<file path="config.mk">
export PLATFORM = sky130hd
export DESIGN_NAME = uart_tx_fifo_flat
export DESIGN_NICKNAME = d
export VERILOG_FILES = /design/src/rtl/uart_tx_fifo_if.sv /design/src/rtl/uart_tx_fifo.sv /design/src/flat_wrapper.sv
export SDC_FILE = /design/constraint.sdc
export NUM_CORES = 1
export LEC_CHECK = 0
export CORE_MARGIN = 1
export CORE_UTILIZATION = 48
export CTS_CLUSTER_DIAMETER = 50
export DETAILED_ROUTE_END_ITERATION = 7
export DONT_BUFFER_PORTS = 1
export HOLD_SLACK_MARGIN = 0.06
export PLACE_DENSITY = 0.68
export SYNTH_ARGS = -nofsm -noshare
export SYNTH_HDL_FRONTEND = slang
export SYNTH_SLANG_ARGS = --single-unit
</file>
<file path="constraint.sdc">
create_clock -name clk -period 5.97 [get_ports clk]
set_input_delay 1.194 -clock clk [delete_from_list [all_inputs] [get_ports clk]]
set_output_delay 1.194 -clock clk [all_outputs]
set_load 0.005 [all_outputs]
</file>
<file path="src/rtl/uart_tx_fifo_if.sv">
// Byte-stream interface of the buffered UART transmitter.
//   wr_en/wr_data : producer write strobe and byte
//   full/empty    : FIFO occupancy flags (registered)
//   count         : bytes queued, not counting the byte on the line
//   tx            : serial line, idles high
//   active        : high for the whole frame, start bit through stop bit
//   done          : one-cycle pulse at the end of each stop bit
// The producer side uses the master modport; the transmitter uses slave.
interface uart_tx_fifo_if #(
  parameter int ADDR_W = 4
);
  logic              wr_en;
  logic [7:0]        wr_data;
  logic              full;
  logic              empty;
  logic [ADDR_W:0]   count;
  logic              tx;
  logic              active;
  logic              done;

  modport master (
    output wr_en, wr_data,
    input  full, empty, count, tx, active, done
  );

  modport slave (
    input  wr_en, wr_data,
    output full, empty, count, tx, active, done
  );
endinterface

</file>
<file path="src/rtl/uart_tx_fifo.sv">
// Buffered 8N1 UART transmitter: a synchronous FIFO feeding a serializer.
// Producers push bytes in bursts; the FSM pops one byte whenever the line
// is idle and shifts it out LSB first with one start and one stop bit.
// Ports:
//   clk : system clock, everything on the rising edge
//   rst : synchronous active-high reset, flushes FIFO and aborts any frame
//   bus : uart_tx_fifo_if.slave (write port, FIFO flags, serial outputs)
module uart_tx_fifo #(
  parameter int CLKS_PER_BIT = 868,
  parameter int FIFO_DEPTH   = 16,
  parameter int ADDR_W       = 4
) (
  input  logic           clk,
  input  logic           rst,
  uart_tx_fifo_if.slave  bus
);

  localparam int CNT_W = (CLKS_PER_BIT > 2) ? $clog2(CLKS_PER_BIT) : 1;
  localparam logic [CNT_W-1:0]  CNT_LAST  = CNT_W'(CLKS_PER_BIT - 1);
  localparam logic [CNT_W-1:0]  CNT_ONE   = CNT_W'(1);
  localparam logic [ADDR_W-1:0] PTR_ONE   = ADDR_W'(1);
  localparam logic [ADDR_W:0]   COUNT_ONE = (ADDR_W + 1)'(1);
  localparam logic [ADDR_W:0]   DEPTH     = (ADDR_W + 1)'(FIFO_DEPTH);

  typedef enum logic [1:0] {IDLE, START, DATA, STOP} state_t;

  logic [7:0]        mem [FIFO_DEPTH];
  logic [ADDR_W-1:0] wr_ptr_reg;
  logic [ADDR_W-1:0] rd_ptr_reg;
  logic [ADDR_W:0]   count_reg;
  logic [ADDR_W:0]   count_next;
  logic              full_reg;
  logic              empty_reg;

  state_t            state_reg;
  logic [CNT_W-1:0]  clk_cnt_reg;
  logic [2:0]        bit_idx_reg;
  logic [2:0]        bit_idx_next;
  logic [7:0]        shift_reg;
  logic              tx_reg;
  logic              active_reg;
  logic              done_reg;

  logic              wr_accept;
  logic              pop;

  // Full is taken from the registered flag, i.e. before any pop on this
  // edge, so a write into a full FIFO is dropped even if a pop frees a slot.
  assign wr_accept    = bus.wr_en & ~full_reg;
  assign pop          = (state_reg == IDLE) & ~empty_reg;
  assign bit_idx_next = bit_idx_reg + 3'd1;

  always_comb begin
    count_next = count_reg;
    if (wr_accept && !pop) begin
      count_next = count_reg + COUNT_ONE;
    end else if (!wr_accept && pop) begin
      count_next = count_reg - COUNT_ONE;
    end
  end

  // Storage has no reset so it maps onto block RAM.
  always_ff @(posedge clk) begin
    if (!rst && wr_accept) begin
      mem[wr_ptr_reg] <= bus.wr_data;
    end
  end

  // Pointers wrap naturally because FIFO_DEPTH is a power of two.
  always_ff @(posedge clk) begin
    if (rst) begin
      wr_ptr_reg <= '0;
      rd_ptr_reg <= '0;
      count_reg  <= '0;
      full_reg   <= 1'b0;
      empty_reg  <= 1'b1;
    end else begin
      if (wr_accept) begin
        wr_ptr_reg <= wr_ptr_reg + PTR_ONE;
      end
      if (pop) begin
        rd_ptr_reg <= rd_ptr_reg + PTR_ONE;
      end
      count_reg <= count_next;
      full_reg  <= (count_next == DEPTH);
      empty_reg <= (count_next == '0);
    end
  end

  // Serializer. Outputs are registered and loaded with the value of the
  // state being entered, so tx changes on the same edge as the state.
  always_ff @(posedge clk) begin
    if (rst) begin
      state_reg   <= IDLE;
      clk_cnt_reg <= '0;
      bit_idx_reg <= '0;
      shift_reg   <= '0;
      tx_reg      <= 1'b1;
      active_reg  <= 1'b0;
      done_reg    <= 1'b0;
    end else begin
      done_reg <= 1'b0;
      case (state_reg)
        IDLE: begin
          clk_cnt_reg <= '0;
          bit_idx_reg <= '0;
          if (pop) begin
            shift_reg  <= mem[rd_ptr_reg];
            state_reg  <= START;
            tx_reg     <= 1'b0;
            active_reg <= 1'b1;
          end else begin
            tx_reg     <= 1'b1;
            active_reg <= 1'b0;
          end
        end
        START: begin
          if (clk_cnt_reg == CNT_LAST) begin
            clk_cnt_reg <= '0;
            bit_idx_reg <= '0;
            state_reg   <= DATA;
            tx_reg      <= shift_reg[0];
          end else begin
            clk_cnt_reg <= clk_cnt_reg + CNT_ONE;
          end
        end
        DATA: begin
          if (clk_cnt_reg == CNT_LAST) begin
            clk_cnt_reg <= '0;
            if (bit_idx_reg == 3'd7) begin
              state_reg <= STOP;
              tx_reg    <= 1'b1;
            end else begin
              bit_idx_reg <= bit_idx_next;
              tx_reg      <= shift_reg[bit_idx_next];
            end
          end else begin
            clk_cnt_reg <= clk_cnt_reg + CNT_ONE;
          end
        end
        STOP: begin
          if (clk_cnt_reg == CNT_LAST) begin
            clk_cnt_reg <= '0;
            state_reg   <= IDLE;
            done_reg    <= 1'b1;
            active_reg  <= 1'b0;
            tx_reg      <= 1'b1;
          end else begin
            clk_cnt_reg <= clk_cnt_reg + CNT_ONE;
          end
        end
        default: begin
          state_reg   <= IDLE;
          clk_cnt_reg <= '0;
          tx_reg      <= 1'b1;
          active_reg  <= 1'b0;
        end
      endcase
    end
  end

  assign bus.full   = full_reg;
  assign bus.empty  = empty_reg;
  assign bus.count  = count_reg;
  assign bus.tx     = tx_reg;
  assign bus.active = active_reg;
  assign bus.done   = done_reg;

endmodule

</file>
<file path="src/flat_wrapper.sv">
// flat-port wrapper written by rule: the top's interface ports become plain ports
module uart_tx_fifo_flat 
#(
  parameter int CLKS_PER_BIT = 868,
  parameter int FIFO_DEPTH   = 16,
  parameter int ADDR_W       = 4
)
  (clk, rst, bus_wr_en, bus_wr_data, bus_full, bus_empty, bus_count, bus_tx, bus_active, bus_done);
  uart_tx_fifo_if #(.ADDR_W(ADDR_W)) bus_i ();
  input  logic clk;
  input  logic rst;
  input wire logic [$bits(bus_i.wr_en)-1:0] bus_wr_en;
  input wire logic [$bits(bus_i.wr_data)-1:0] bus_wr_data;
  output wire logic [$bits(bus_i.full)-1:0] bus_full;
  output wire logic [$bits(bus_i.empty)-1:0] bus_empty;
  output wire logic [$bits(bus_i.count)-1:0] bus_count;
  output wire logic [$bits(bus_i.tx)-1:0] bus_tx;
  output wire logic [$bits(bus_i.active)-1:0] bus_active;
  output wire logic [$bits(bus_i.done)-1:0] bus_done;
  assign bus_i.wr_en = bus_wr_en;
  assign bus_i.wr_data = bus_wr_data;
  assign bus_full = bus_i.full;
  assign bus_empty = bus_i.empty;
  assign bus_count = bus_i.count;
  assign bus_tx = bus_i.tx;
  assign bus_active = bus_i.active;
  assign bus_done = bus_i.done;
  uart_tx_fifo #(.CLKS_PER_BIT(CLKS_PER_BIT), .FIFO_DEPTH(FIFO_DEPTH), .ADDR_W(ADDR_W)) u_core (.clk(clk), .rst(rst), .bus(bus_i));
endmodule
</file>
### Word-level counts from Yosys, hierarchy flattened

Memory sizes are Yosys's and may differ from the RTL's. A register that Yosys moved wholly into a read port is not among the register bits.
Cells that the tools add are included.

* logic and storage cells: 81
* bits in writable memories: 128
* register bits: 33
* memories kept: 1
* bits of input ports: 11
* output and inout port bits: 10

* bitwise logic cells: 5
* eq/ne operators: 12
* multiplexer cells: 28
* add/subtract/negate cells: 6
* magnitude comparators: 1
* reduce and logical (&&, ||, !) cells: 17

Memory list
* u_core.mem: words 16, bits a word 8, read ports 1, clocked after memory_dff 1, wr ports 1, RTL line uart_tx_fifo.sv:27 `logic [7:0] mem [FIFO_DEPTH];`

Operators with widths (number)
* $pmux W10 S2: 1
* $mux W1: 11
* $add A10 B1 Y10 const B: 1
* $eq A10 B10 Y1 const B: 1
* $mux W10: 1
* $mux W2: 5
* $mux W5: 2
* $ne A2 B1 Y1 const B: 5
* $mux W3: 3
* $pmux W3 S3: 1
* $add A4 B1 Y4 const B: 2
* $pmux W2 S4: 1
* $add A5 B1 Y5 const B: 1
* $eq A5 B5 Y1 const B: 1
* $logic_not A5 Y1: 1
* $reduce_and A5 Y1: 1
* $sub A5 B1 Y5 const B: 1
* $eq A2 B2 Y1 const B: 2
* $lt A3 B4 Y1 const B: 1
* $pmux W1 S4: 1
* $reduce_and A2 Y1: 2
* $reduce_and A4 Y1: 1
* $add A3 B1 Y3 const B: 1
* $bmux W1 S3: 1
* 14 further kinds: 21

### Logic depth before layout (Yosys ltp)

* depth in word-level cells: 7
* gate-level depth with buffers: 8
* gate-level depth less buffers: 7

### Least setup slack after synthesis

Ideal clock, no wire load.

* path kind: input -> register
* start point: input port bus_wr_en
* end point: memory u_core.mem[3][0] (enable)
* setup slack: 3.590 ns
* cell stages on the path: 4
* buffers on the path: 1
* library setup time: 0.370 ns
* arrival: 2.010 ns
* required time: 5.600 ns
* cell sequence: nor2b_1 -> buf_2 -> nand2_1 -> nor2_1

* cells in the longest elaborated chain, start to end: 4

RTL lines
* start: declaration: RTL line flat_wrapper.sv:12 `input wire logic [$bits(bus_i.wr_en)-1:0] bus_wr_en;`
* $and A1 B1 Y1: RTL line uart_tx_fifo.sv:49 `assign wr_accept = bus.wr_en & ~full_reg;`
* $logic_and A1 B1 Y1: RTL line uart_tx_fifo.sv:64 `if (!rst && wr_accept) begin`
* $mux W1: RTL line uart_tx_fifo.sv:64
* $mux W1 (not written as such): RTL line uart_tx_fifo.sv:65 `mem[wr_ptr_reg] <= bus.wr_data;`
* end: declaration: RTL line uart_tx_fifo.sv:27

Every way passes these cells.

### Final worst setup path

* start point: input port bus_wr_en
* end point: memory u_core.mem[3][2] (enable)

Same word-level chain as after synthesis.

==> flow_results.org <==
** Placement
- Final HPWL DP :: 8.78 mm
- Before CTS, the worst setup slack after placement is about 2.8 ns.
- Input and output buffers added on the ports amount to 0.
- Routability congestion estimate :: between 0.8 and 0.9
- Once placement finished, the instance area stood at roughly 7000 µm².

** Power and ir drop
- The share of total power dissipated in sequential elements is 0.451.
- Combinational Power Share :: 0.183
- The completed layout was analyzed and its total power is 3.09 mW.
- Clock share of power :: 0.366
- Power density relative to cell area :: between 400 and 500 nW/µm²
- In this run the static leakage power is 2.51 nW.
- Of the total power, the share spent switching nets is 0.261.
- Summed over all nets, the switching power comes to around 810 µW.
- The internal portion of the total power is 2.28 mW.
- Across the VDD grid, the largest voltage drop is between 0.2 and 0.25 mV.

** Logic synthesis
- The most used flip-flop cell after synthesis is sky130_fd_sc_hd__edfxtp_1.
- For this run, the number of Yosys warnings is 0.
- Synthesis handed over a netlist of roughly 440 instances.
- For this run, asynchronously set or reset flops after synthesis account for 0.
- After synthesis, the mean cell area works out to roughly 16 µm².
- The number of different library cells used by synthesis comes to 44.
- Sequential-to-total area share from yosys stat :: 0.672
- After synthesis the cells add up to 6940 µm².
- Post-Synthesis Net Count :: ~460
- Counting flops with a built-in enable in the synthesized netlist gives approximately 130.
- Counting flops and latches in the post-synthesis netlist gives around 170.

** Timing
- Worst max-slew margin expressed relative to the limit :: 0.448
- For the pin with the worst max-slew slack, the measured transition is just over 0.8 ns.
- Post-layout worst setup margin :: ~3.2 ns
- Setup violations remaining at the end of the flow were counted as 0.
- The count of pins over their slew limit was 0.
- After routing, the total negative slack on setup checks comes to 0 ns.
- Setup repair after global routing left no endpoint under its margin.
- Counting I/O delays and the setup requirement, the final critical path takes ~2.8 ns.
- Fraction of the cycle the final worst path needs :: 0.463
- Clock Skews :: 0.00913 ns
- Static timing analysis puts the maximum clock frequency at 362 MHz.
- The number of endpoints with negative hold slack in the final report was 0.

** Setup path
- The endpoint identified for the worst register-to-register timing path is u_core.bus.empty.
- In this run the worst path has a maximum fanout of 10.
- Reg2Reg Depth :: 7
- At the worst endpoint, the required time is 6.02 ns.
- The worst register-to-register path has a setup slack of 3.57 ns.
- The most critical setup path has its endpoint at u_core.mem[3][2].
- CP arrival :: about 2.8 ns
- The worst setup path is captured at a flip-flop.
- The most critical setup path has its startpoint at bus_wr_en.
- Reg-to-Reg Start :: u_core.state_reg[0]
- STA classifies the critical path startpoint as a primary input.
- The critical path in this run is classified as primary input to flip-flop.

** Layout
- The repair_antennas step left the layout with diodes totalling 0.
- The register with the most flip-flops in the layout has between 100 and 150 of them.
- Final Util :: 0.545
- Summing all non-filler instances in the final layout gives an area of ~7600 µm².
- Compared with the post-synthesis result, the final layout area differs by 9.79%.
- Final Net Count :: approximately 460
- Ratio of cells with drive above 1 in the final layout :: 0.118

** Route
- Dividing the detail-routed wire length by the instance count gives 21.3 µm.
- For this run, the detailed router's first-pass iteration total came to 5.
- Antenna viol nets, final :: 0
- The routed design has between 10 and 15 mm of wire.
- For this run, design rule violations remaining after detail routing come to 0.
- Total via count in the routed design :: about 3700
- Dividing the detail-routed via count by the number of cells gives approximately 5.9.
- After the first detailed-routing iteration, the DRC count stood at 350.

** Global routing
- Total congestion overflow after global routing :: 0
- Across every metal layer, demand over resource in global routing totals 0.194.
- The first global-routing pass estimated roughly 20 mm of wire.
- Entering global routing, the biggest net connects 36 pins.
- Initial antenna violation count :: 0
- Number of global-route vias before repair :: approximately 3500

** Job
- Max-cap violations in this run came to 0.

** Floorplanning
- Core Footprint :: 14000 µm²
- Initial Util :: 0.496
- The die is about 120 µm wide.
- Vertical die dimension :: approximately 120 µm
- Total die area :: between 10000 and 15000 µm²
- The initialized floorplan defines 43 standard-cell rows.
- Number of I/O pins :: 21

** Clocking
- The clock net in this run drives a total of 169 sinks.
- Post-CTS repair changed the size of 0 cells.
- Counting along the longest clock path gives a buffer depth of 2.
- After clock tree synthesis, the clock-pin slew on the worst setup and hold paths is 0.06 ns.
- Root Driver :: sky130_fd_sc_hd__clkbuf_16
- Setup Fix Bufs, Post-CTS :: 0
- In this run the number of H-tree levels came out at 4.
- TritonCTS Buffers :: 17
- Clock latency on the worst-skew pair, taken at its later pin, is around 0.42 ns.
- CTS tree :: yes
- For this design, the CTS-stage hold fixing added 0 buffers.

** Min path
- Hold WC Path Type :: flip-flop to flip-flop
- The startpoint identified for the worst hold timing path is u_core.clk_cnt_reg[0].

** Status
- The flow ran to the end, and the final reports show no timing, DRC or antenna violations.
layout make-up:
class / count / area (µm²)
tap: 180 / 225
clock inverter: 12 / 173
fill: 1119 / 6370
sequential: 169 / 4670
clock buffer: 19 / 433
inverter: 10 / 37.5
timing repair buffer: 2 / 15.0
multi-input combinational: 238 / 2070
cell usage in the layout (no fill, tap or decap), types with 15 or more instances in the layout:
master                        n
sky130_fd_sc_hd__clkbuf_16   17
sky130_fd_sc_hd__dfxtp_1     40
sky130_fd_sc_hd__mux4_2      22
sky130_fd_sc_hd__a21oi_1     23
sky130_fd_sc_hd__nand2_1     17
sky130_fd_sc_hd__a22oi_1     17
sky130_fd_sc_hd__nor2_1      55
sky130_fd_sc_hd__edfxtp_1   128
sky130_fd_sc_hd__ha_1        15
through the flow:
step | hold slack [ns] | std cells
6_report | 0.480 | 630
3_5_place_dp | 0.469 | 599
5_1_grt | 0.514 | 630
4_1_cts | 0.478 | 630
2_1_floorplan | 0.438 | 437
3_3_place_gp | 0.460 | 599
power groups by stage:
stage / logic [mW] / clock network (mW) / registers [mW]
6_report: 0.564 / 1.13 / 1.39
3_3_place_gp: 0.548 / 0 / 1.41
4_1_cts: 0.568 / 1.14 / 1.39
3_5_place_dp: 0.561 / 0 / 1.42
2_1_floorplan: 0.488 / 0 / 1.40
5_1_grt: 0.629 / 1.19 / 1.40
cell families (layout without fill, tap and decap cells):
kind of cell	after synthesis	count (layout)	synth area share
DFF	169	169	0.672
and+or+nand+nor	112	112	0.0752
AOI/OAI and AO/OA	59	59	0.0562
muxes	36	36	0.120
buffers and inverters	30	43	0.0296
xor gates and xnor gates	16	16	0.0202
adders and majority gates	15	15	0.0270
Yosys cell counts (6+ instances only):
cell type	n	area share
sky130_fd_sc_hd__a21oi_1	23	0.017
sky130_fd_sc_hd__buf_6	6	0.0097
sky130_fd_sc_hd__xor2_1	12	0.015
sky130_fd_sc_hd__edfxtp_1	128	0.55
sky130_fd_sc_hd__nand2_1	17	0.0092
sky130_fd_sc_hd__ha_1	15	0.027
sky130_fd_sc_hd__inv_1	10	0.0054
sky130_fd_sc_hd__nand3_1	10	0.0072
sky130_fd_sc_hd__mux4_1	12	0.045
sky130_fd_sc_hd__a22oi_1	17	0.018
sky130_fd_sc_hd__nor2_1	55	0.030
sky130_fd_sc_hd__dfxtp_1	41	0.12
sky130_fd_sc_hd__mux4_2	22	0.071
per-layer routing:
metal,track usage,vias to the layer above,wire (µm)
li1,-,1696,-
met1,0.259,1860,5670
met2,0.295,124,6460
met3,0.0609,11,1100
met4,0.0793,0,182
met5,0,-,0
critical path: stages:
cell and delay [ns]:
sky130_fd_sc_hd__nor2b_1 0.64, sky130_fd_sc_hd__nand2_1 0.36, sky130_fd_sc_hd__nor2_1 0.61
worst min-delay path by stage:
stage                       endpoint  cells past startpoint  slack (ns)
2_1_floorplan  u_core.clk_cnt_reg[0]                      1        0.44
3_3_place_gp     u_core.shift_reg[7]                      2        0.46
3_5_place_dp   u_core.clk_cnt_reg[0]                      1        0.47
4_1_cts        u_core.bit_idx_reg[2]                      2        0.48
5_1_grt        u_core.bit_idx_reg[1]                      2        0.51
6_report       u_core.clk_cnt_reg[0]                      1        0.48
(Power assumes the default switching activity.)
